<file path="src/rtl/iz_param_loader.sv">
// rtl/iz_param_loader.sv - byte-serial loader for the Izhikevich a/b/c/d parameter set
//
// Frame: SYNC_BYTE, a_hi, a_lo, b_hi, b_lo, c_hi, c_lo, d_hi, d_lo, checksum (XOR of the payload).
// Payload bytes go into shadow registers. The active set is committed in one cycle, so the neuron
// never sees a partially loaded set.
// Optional build macro: IZ_LOADER_DEFAULTS_EN (reset loads regular-spiking defaults, params_ready=1).
//
// Ports:
//   clk, reset                       clock, synchronous active-high reset
//   data_in[7:0], data_valid         configuration byte stream, one byte per valid cycle
//   param_a..param_d[15:0]           active parameter set (signed, x64 fixed point)
//   params_ready                     active set valid and not being reloaded
//   busy                             frame in progress
//   frame_done, frame_error          one-cycle pulses: commit / checksum failure or timeout
module iz_param_loader #(
    parameter logic [7:0] SYNC_BYTE      = 8'hA5,
    parameter int         TIMEOUT_CYCLES = 1024
) (
    input  logic        clk,
    input  logic        reset,
    input  logic [7:0]  data_in,
    input  logic        data_valid,
    output logic [15:0] param_a,
    output logic [15:0] param_b,
    output logic [15:0] param_c,
    output logic [15:0] param_d,
    output logic        params_ready,
    output logic        busy,
    output logic        frame_done,
    output logic        frame_error
);
    localparam int TW = $clog2(TIMEOUT_CYCLES);

`ifdef IZ_LOADER_DEFAULTS_EN
    localparam logic [15:0] RST_A     = 16'h0001;
    localparam logic [15:0] RST_B     = 16'h000D;
    localparam logic [15:0] RST_C     = 16'hEFC0;
    localparam logic [15:0] RST_D     = 16'h0200;
    localparam logic        RST_VALID = 1'b1;
`else
    localparam logic [15:0] RST_A     = 16'h0000;
    localparam logic [15:0] RST_B     = 16'h0000;
    localparam logic [15:0] RST_C     = 16'h0000;
    localparam logic [15:0] RST_D     = 16'h0000;
    localparam logic        RST_VALID = 1'b0;
`endif

    typedef enum logic [1:0] {
        IDLE    = 2'd0,
        PAYLOAD = 2'd1,
        CHECK   = 2'd2
    } state_t;

    state_t        state;
    state_t        state_next;
    logic [2:0]    byte_cnt;
    logic [7:0]    acc;
    logic [TW-1:0] tcnt;
    logic [63:0]   shadow;
    logic          have_valid;
    logic          have_valid_next;
    logic          start;
    logic          take;
    logic          commit;
    logic          fail;
    logic          timeout;

    always_ff @(posedge clk) begin
        if (reset) begin
            state <= IDLE;
        end else begin
            state <= state_next;
        end
    end

    always_comb begin
        state_next = state;
        start      = 1'b0;
        take       = 1'b0;
        commit     = 1'b0;
        fail       = 1'b0;
        // The abort fires on the idle cycle that would push the gap to TIMEOUT_CYCLES.
        timeout    = (tcnt == TW'(TIMEOUT_CYCLES - 1)) && !data_valid;
        case (state)
            IDLE: begin
                if (data_valid && data_in == SYNC_BYTE) begin
                    state_next = PAYLOAD;
                    start      = 1'b1;
                end
            end
            PAYLOAD: begin
                if (data_valid) begin
                    take = 1'b1;
                    if (byte_cnt == 3'd7) begin
                        state_next = CHECK;
                    end
                end else if (timeout) begin
                    state_next = IDLE;
                    fail       = 1'b1;
                end
            end
            CHECK: begin
                if (data_valid) begin
                    state_next = IDLE;
                    if (data_in == acc) begin
                        commit = 1'b1;
                    end else begin
                        fail = 1'b1;
                    end
                end else if (timeout) begin
                    state_next = IDLE;
                    fail       = 1'b1;
                end
            end
            default: state_next = IDLE;
        endcase
        have_valid_next = have_valid | commit;
    end

    always_ff @(posedge clk) begin
        if (reset) begin
            param_a      <= RST_A;
            param_b      <= RST_B;
            param_c      <= RST_C;
            param_d      <= RST_D;
            have_valid   <= RST_VALID;
            params_ready <= RST_VALID;
            busy         <= 1'b0;
            frame_done   <= 1'b0;
            frame_error  <= 1'b0;
            shadow       <= '0;
            byte_cnt     <= '0;
            acc          <= '0;
            tcnt         <= '0;
        end else begin
            frame_done   <= commit;
            frame_error  <= fail;
            have_valid   <= have_valid_next;
            busy         <= (state_next != IDLE);
            // Registered from next-state values so ready drops with busy and returns with the commit.
            params_ready <= have_valid_next && (state_next == IDLE);

            if (start) begin
                byte_cnt <= '0;
                acc      <= '0;
                tcnt     <= '0;
            end else if (state != IDLE) begin
                if (data_valid) begin
                    tcnt <= '0;
                end else begin
                    tcnt <= tcnt + 1'b1;
                end
            end

            if (take) begin
                // Byte 0 (a_hi) lands in the top byte of the shadow word.
                shadow[{~byte_cnt, 3'b000} +: 8] <= data_in;
                acc                              <= acc ^ data_in;
                byte_cnt                         <= byte_cnt + 1'b1;
            end

            if (commit) begin
                param_a <= shadow[63:48];
                param_b <= shadow[47:32];
                param_c <= shadow[31:16];
                param_d <= shadow[15:0];
            end
        end
    end
endmodule

</file>
<file path="config.mk">
export PLATFORM = sky130hd
export DESIGN_NAME = iz_param_loader
export DESIGN_NICKNAME = d
export VERILOG_FILES = /design/src/rtl/iz_param_loader.sv
export SDC_FILE = /design/constraint.sdc
export NUM_CORES = 1
export LEC_CHECK = 0
export CORE_MARGIN = 3
export CORE_UTILIZATION = 45
export CTS_CLUSTER_SIZE = 25
export DETAILED_ROUTE_END_ITERATION = 12
export MAX_ROUTING_LAYER = met4
export PLACE_DENSITY = 0.69
export RECOVER_POWER = 100
export SLEW_MARGIN = 20
export SYNTH_ARGS = -nofsm -noshare
export SYNTH_HDL_FRONTEND = slang
export SYNTH_SLANG_ARGS = --single-unit
export TNS_END_PERCENT = 10
</file>
<file path="constraint.sdc">
create_clock -name clk -period 1.9 [get_ports clk]
set_clock_uncertainty 0.1 [all_clocks]
set_input_delay 0.38 -clock clk [delete_from_list [all_inputs] [get_ports clk]]
set_output_delay 0.38 -clock clk [all_outputs]
set_load 0.005 [all_outputs]
</file>
==> After elaboration in Yosys (flattened, before gate mapping) <==
Cells that the tools add are included.
{ "word_totals": {"output_inout_bits": 68, "ff_bits": 156} }
{ "classes": {"n_bitwise": 3, "n_shift": 2, "n_reduce_logical": 10, "muxes": 24, "addsub": 3, "n_eq_ne": 6} }
{ "op_table": {"columns": ["op", "n"], "rows": [
  ["64-bit bitwise mux", 1],
  ["8-bit by 8-bit variable shift with 64-bit output, first input constant", 1],
  ["8-bit by 8-bit indexed part select with 64-bit output", 1],
  ["8-bit two-way mux", 2],
  ["1-bit two-way mux", 11],
  ["10-bit by 1-bit adder with 10-bit output, second input constant", 1],
  ["10-bit == test, second input constant", 1],
  ["10-bit two-way mux", 1],
  ["2-bit two-way mux", 5],
  ["8-bit == test", 1],
  ["8-bit == test, second input constant", 1],
  ["6-bit negator with 8-bit output", 1],
  ["8-bit bitwise XOR", 1],
  ["3-bit two-way mux", 2],
  ["2-bit one-hot mux with 3 select lines", 1],
  ["2-bit nonzero test", 3],
  ["2-bit logical NOT", 2],
  ["3-bit by 1-bit adder with 3-bit output, second input constant", 1],
  ["3-bit == test, second input constant", 1],
  ["1-bit logical AND", 3],
  ["3-bit NOT", 1],
  ["2-bit by 1-bit == test with 1-bit output, second input constant", 1],
  ["2-bit == test, second input constant", 1],
  ["1-bit one-hot mux with 2 select lines", 1],
  ["3 further kinds", 3]
]} }

==> Longest topological paths before layout <==
Gate-level depths: netlist of the first run.
{ "logic_depth": {"depth_word": 7, "mapped_depth": 9, "mapped_depth_nobuf": 7} }

==> Worst setup path before layout of the first run <==
OpenSTA, ideal clock, no wires.
{ "synth_path": {"kind": "flip-flop to flip-flop", "from": "register byte_cnt[0]", "to": "register shadow[24]", "arrival_ns": 1.797, "slack_ns": -0.125, "path_stages_with_launch": 7, "period_less_slack_ns": 2.025, "path_buffers": 1, "path_cell_list": "dfxtp_1 > ha_1 > ha_1 > clkbuf_1 > nand3_1 > mux2i_1 > nor2_1"} }
{ "synth_between": {"elab_chain_cells": 4} }
{ "synth_rtl": {"columns": ["item", "line_no", "text"], "rows": [
  ["from (decl)", "56", "logic [2:0] byte_cnt;"],
  ["from (signal assigned)", "159", "byte_cnt <= byte_cnt + 1'b1;"],
  ["3-bit NOT *", "157", "shadow[{~byte_cnt, 3'b000} +: 8] <= data_in;"],
  ["6-bit negator with 8-bit output *", "157", null],
  ["8-bit by 8-bit indexed part select with 64-bit output / 8-bit by 8-bit variable shift with 64-bit output (equally long branches)", "157", null],
  ["64-bit bitwise mux *", "157", null],
  ["to (signal, indexed assignment)", "157", null],
  ["to (decl)", "59", "logic [63:0] shadow;"]
]} }
Every way passes the cells marked *; elsewhere a longest branch is shown, timed or not.
A chain may end at the register's enable or synchronous reset.

==> Worst setup path after layout of the first run <==
{ "layout_path": {"from": "input data_in[5]", "to": "register params_ready"} }
{ "layout_between": {"elab_chain_cells": 6} }
{ "layout_rtl": {"columns": ["item", "line_no", "text"], "rows": [
  ["from (decl)", "21", "input logic [7:0] data_in,"],
  ["8-bit == test (on tied branches)", "86, 105", null],
  ["1-bit logical AND / 1-bit two-way mux (equally long branches)", "86, 105", null],
  ["2-bit two-way mux / 1-bit two-way mux (equally long branches)", "86, 103", null],
  ["2-bit one-hot mux with 3 select lines / 1-bit two-way mux (equally long branches)", "84", "case (state)"],
  ["2-bit logical NOT / 1-bit OR (equally long branches)", "141, 117", null],
  ["1-bit logical AND *", "141", "params_ready <= have_valid_next && (state_next == IDLE);"],
  ["to (signal assigned)", "141", null],
  ["to (decl)", "27", "output logic params_ready,"]
]} }
Marks and branches as above.

==> flow_metrics.env, run 1 <==
export IMPL_synthMuxAreaShare_pct=7.54
export IMPL_r2r_end="params_ready"
export IMPL_leakage_nw=3.25
export IMPL_slew_headroom_pct=75.8
export IMPL_ys_seq_area_share_pct=51.1
export IMPL_drtAntennaViolNets=0
export IMPL_row_count=41
export IMPL_layout_cells_non_filler=991
export IMPL_clock_latency_ns=0.42
export IMPL_syn_nets=719
export IMPL_crit_path_end_kind="flop"
export IMPL_crit_start="data_in[5]"
export IMPL_cts_sinks=156
export IMPL_synth_seq_cells=156
export IMPL_drt_wl_total_um=14800
export IMPL_synth_async_reset_ratio_pct=0
export IMPL_yosys_area_share_simple_pct=22.3
export IMPL_ys_warn_count=0
export IMPL_hold_viol_final=0
export IMPL_syn_cell_area_sq_um=6110
export IMPL_synth_ff_type="dfxtp_1"
export IMPL_cap_violations=0
export IMPL_routabilityCongestion=0.846
export IMPL_dpl_cell_area_sq_um=7380
export IMPL_setup_slack_ns=0.0487
export IMPL_wl_per_cell_um=15.0
export IMPL_setup_tns_ns=0
export IMPL_grt_pass1_vias=5057
export IMPL_period_minus_slack_ns=1.85
export IMPL_power_density_nw_per_um2=812
export IMPL_die_x_um=123
export IMPL_r2r_start="state[0]"
export IMPL_whs_ns=0.220
export IMPL_vias=5152
export IMPL_r2r_cells=7
export IMPL_nFillCells=1122
export IMPL_synthAdderAreaFrac_pct=1.43
export IMPL_synth_top_family_by_area="simple AND/OR/NAND/NOR gates"
export IMPL_clockBufferDepth=2
export IMPL_synthCells=701
export IMPL_routed_via_density=5.20
export IMPL_ios=79
export IMPL_dr_pass1_iters=5
export IMPL_numPortBuffers=78
export IMPL_ys_types=44
export IMPL_yosys_area_share_xor_xnor_pct=2.29
export IMPL_cp_required_ns=2.16
export IMPL_core_sq_um=12900
export IMPL_preCtsSetupSlack_ns=-0.449
export IMPL_critPathKind="input pin to flop"
export IMPL_worstMarginPinSlew_ns=0.361
export IMPL_cp_arrival_ns=2.11
export IMPL_grt_overflow=0
export IMPL_synth_compound_area_share_pct=10.5
export IMPL_dpl_hpwl_um=10400
export IMPL_status="complete, no violations"
export IMPL_dp_cells=957
export IMPL_dieArea_sq_um=15000
export IMPL_max_vdd_ir_drop_v=0.000512
export IMPL_synth_edf_count=0
export IMPL_grt_pass1_wl_um=24000
export IMPL_slew_viol_final=0
export IMPL_diodes=0
export IMPL_rrSetupSlack_ns=0.10
export IMPL_clk_pin_slew_ns=0.06
export IMPL_cts_buffers=17
export IMPL_total_power_mw=6.45
export IMPL_drt_iter0_markers=432
export IMPL_drc=0
export IMPL_fmax_mhz=540
export IMPL_min_path_type="input pin to flop"
export IMPL_fin_nets=824
export IMPL_cp_max_fo=3
export IMPL_drive_gt1_share_pct=14.3
export IMPL_grt_usage_pct=20.9
export IMPL_fin_util_pct=61.5
export IMPL_setup_violations=0
export IMPL_cp_start_kind="input pin"
export IMPL_crit_path_end="params_ready"
export IMPL_cts_tree="yes"
export IMPL_h_tree_depth=4
export IMPL_period_share_pct=97.4
export IMPL_synthesis_area_per_instance_sq_um=8.71
export IMPL_fin_area_sq_um=7950
export IMPL_start_util_pct=47.3
export IMPL_die_h_um=123
export IMPL_grt_max_degree=72
export IMPL_area_growth_pct=30.1
export IMPL_cts_root_buffer="clkbuf_16"
export IMPL_antenna_found_initial=0
-- worst max-delay path, cell delays in order --
cell,delay (ns)
clkdlybuf4s50_1,0.56
clkbuf_4,0.17
and3_1,0.17
nand4b_1,0.14
a32oi_1,0.24
a2bb2oi_1,0.25
and3_1,0.19
-- area by class of cell --
class | count | area, sq um | share of cell area [%]
clock buffer | 21 | 450 | 5.67
clock inverter | 11 | 72.6 | 0.913
inverter | 6 | 22.5 | 0.283
multi-input combinational | 490 | 2770 | 34.8
sequential | 156 | 3120 | 39.3
tap | 172 | 215 | 2.71
timing repair buffer | 135 | 1300 | 16.3
-- cells by family after synthesis --
| family | count (synthesis) |
|---|---|
| simple gates | 306 |
| flops | 156 |
| compound gates | 115 |
| xor+xnor | 16 |
| mux | 46 |
| buf+inv | 55 |
| fa+ha+maj | 7 |
-- placed cells by master (no fill, tap or decap), types with 6 or more instances in the layout --
cell type	instances
mux2i_1	46
a21oi_1	87
buf_4	39
nor2_1	89
clkbuf_16	17
a21oi_2	10
dfxtp_1	155
clkdlybuf4s50_1	7
xor2_1	13
nor3_1	11
nor2b_1	8
buf_12	6
nand2_1	142
o21ai_0	8
dlygate4sd3_1	66
nand3_1	19
-- report_power, final --
part           switching (mW)  internal, mW  total, mW  leakage (nW)
combinational           0.128        0.0682      0.196          1.74
clock                    1.29          1.69       2.98         0.249
sequential           0.000355          3.27       3.27          1.26
-- flip-flops by register name, indices dropped and copies added, names as in the netlist, 2 cells and up --
register  count
shadow       64
param_d      16
byte_cnt      3
param_b      16
param_c      16
acc           8
tcnt         10
state         2
param_a      16
-- routing by layer --
metal	track usage [%]	wire, um
met3	5.81	738
met2	33.3	7190
met4	8.12	293
met1	25.1	6600
met5	-	0
-- synth_stat cells, drive strengths merged (2+ instances only) --
cell	number	area share, %
a21oi	97	8.6
a2bb2oi	2	0.29
a31oi	2	0.20
a32oi	2	0.29
and2	2	0.20
and3	6	0.64
and4	4	0.57
buf	18	2.5
clkbuf	31	1.9
dfxtp	156	51
ha	7	1.4
inv	6	0.37
mux2i	46	7.5
nand2	147	9.4
nand3	21	1.7
nand4	5	0.51
nor2	91	5.6
nor2b	9	0.92
nor3	12	1.1
nor4b	3	0.53
o21ai	8	0.66
xnor2	3	0.43
xor2	13	1.9
-- worst min path at each step --
| stage | from | endpoint | slack, ns | depth (start not counted) |
|---|---|---|---|---|
| 2_1_floorplan | shadow[32] | shadow[32] | 0.33 | 2 |
| 5_1_grt | reset | state[0] | 0.22 | 2 |
| 4_1_cts | reset | tcnt[0] | 0.20 | 2 |
| 3_3_place_gp | param_b[5] | param_b[5] | 0.34 | 2 |
| 6_report | reset | tcnt[0] | 0.22 | 2 |
| 3_5_place_dp | param_b[14] | param_b[14] | 0.34 | 2 |
-- repair_timing --
item | in CTS | in global routing
setup endpoints to repair | 19 | 112
resized for setup | 5 | 17
hold buffers | 0 | 0
setup buffers | 1 | 1
pin swaps | 1 | 1
Power figures use the tool's default switching activity.
==> run 2, diff against run 1 <==
--- a/config.mk
+++ b/config.mk
@@ -5,14 +5,14 @@
 export SDC_FILE = /design/constraint.sdc
 export NUM_CORES = 1
 export LEC_CHECK = 0
+export CAP_MARGIN = 20
 export CORE_MARGIN = 3
 export CORE_UTILIZATION = 45
-export CTS_CLUSTER_SIZE = 25
 export DETAILED_ROUTE_END_ITERATION = 12
 export MAX_ROUTING_LAYER = met4
 export PLACE_DENSITY = 0.69
 export RECOVER_POWER = 100
-export SLEW_MARGIN = 20
+export SLEW_MARGIN = 10
 export SYNTH_ARGS = -nofsm -noshare
 export SYNTH_HDL_FRONTEND = slang
 export SYNTH_SLANG_ARGS = --single-unit
==> results of run 2 <==
Final layout, timing and power as in run 1 (identical DEF).
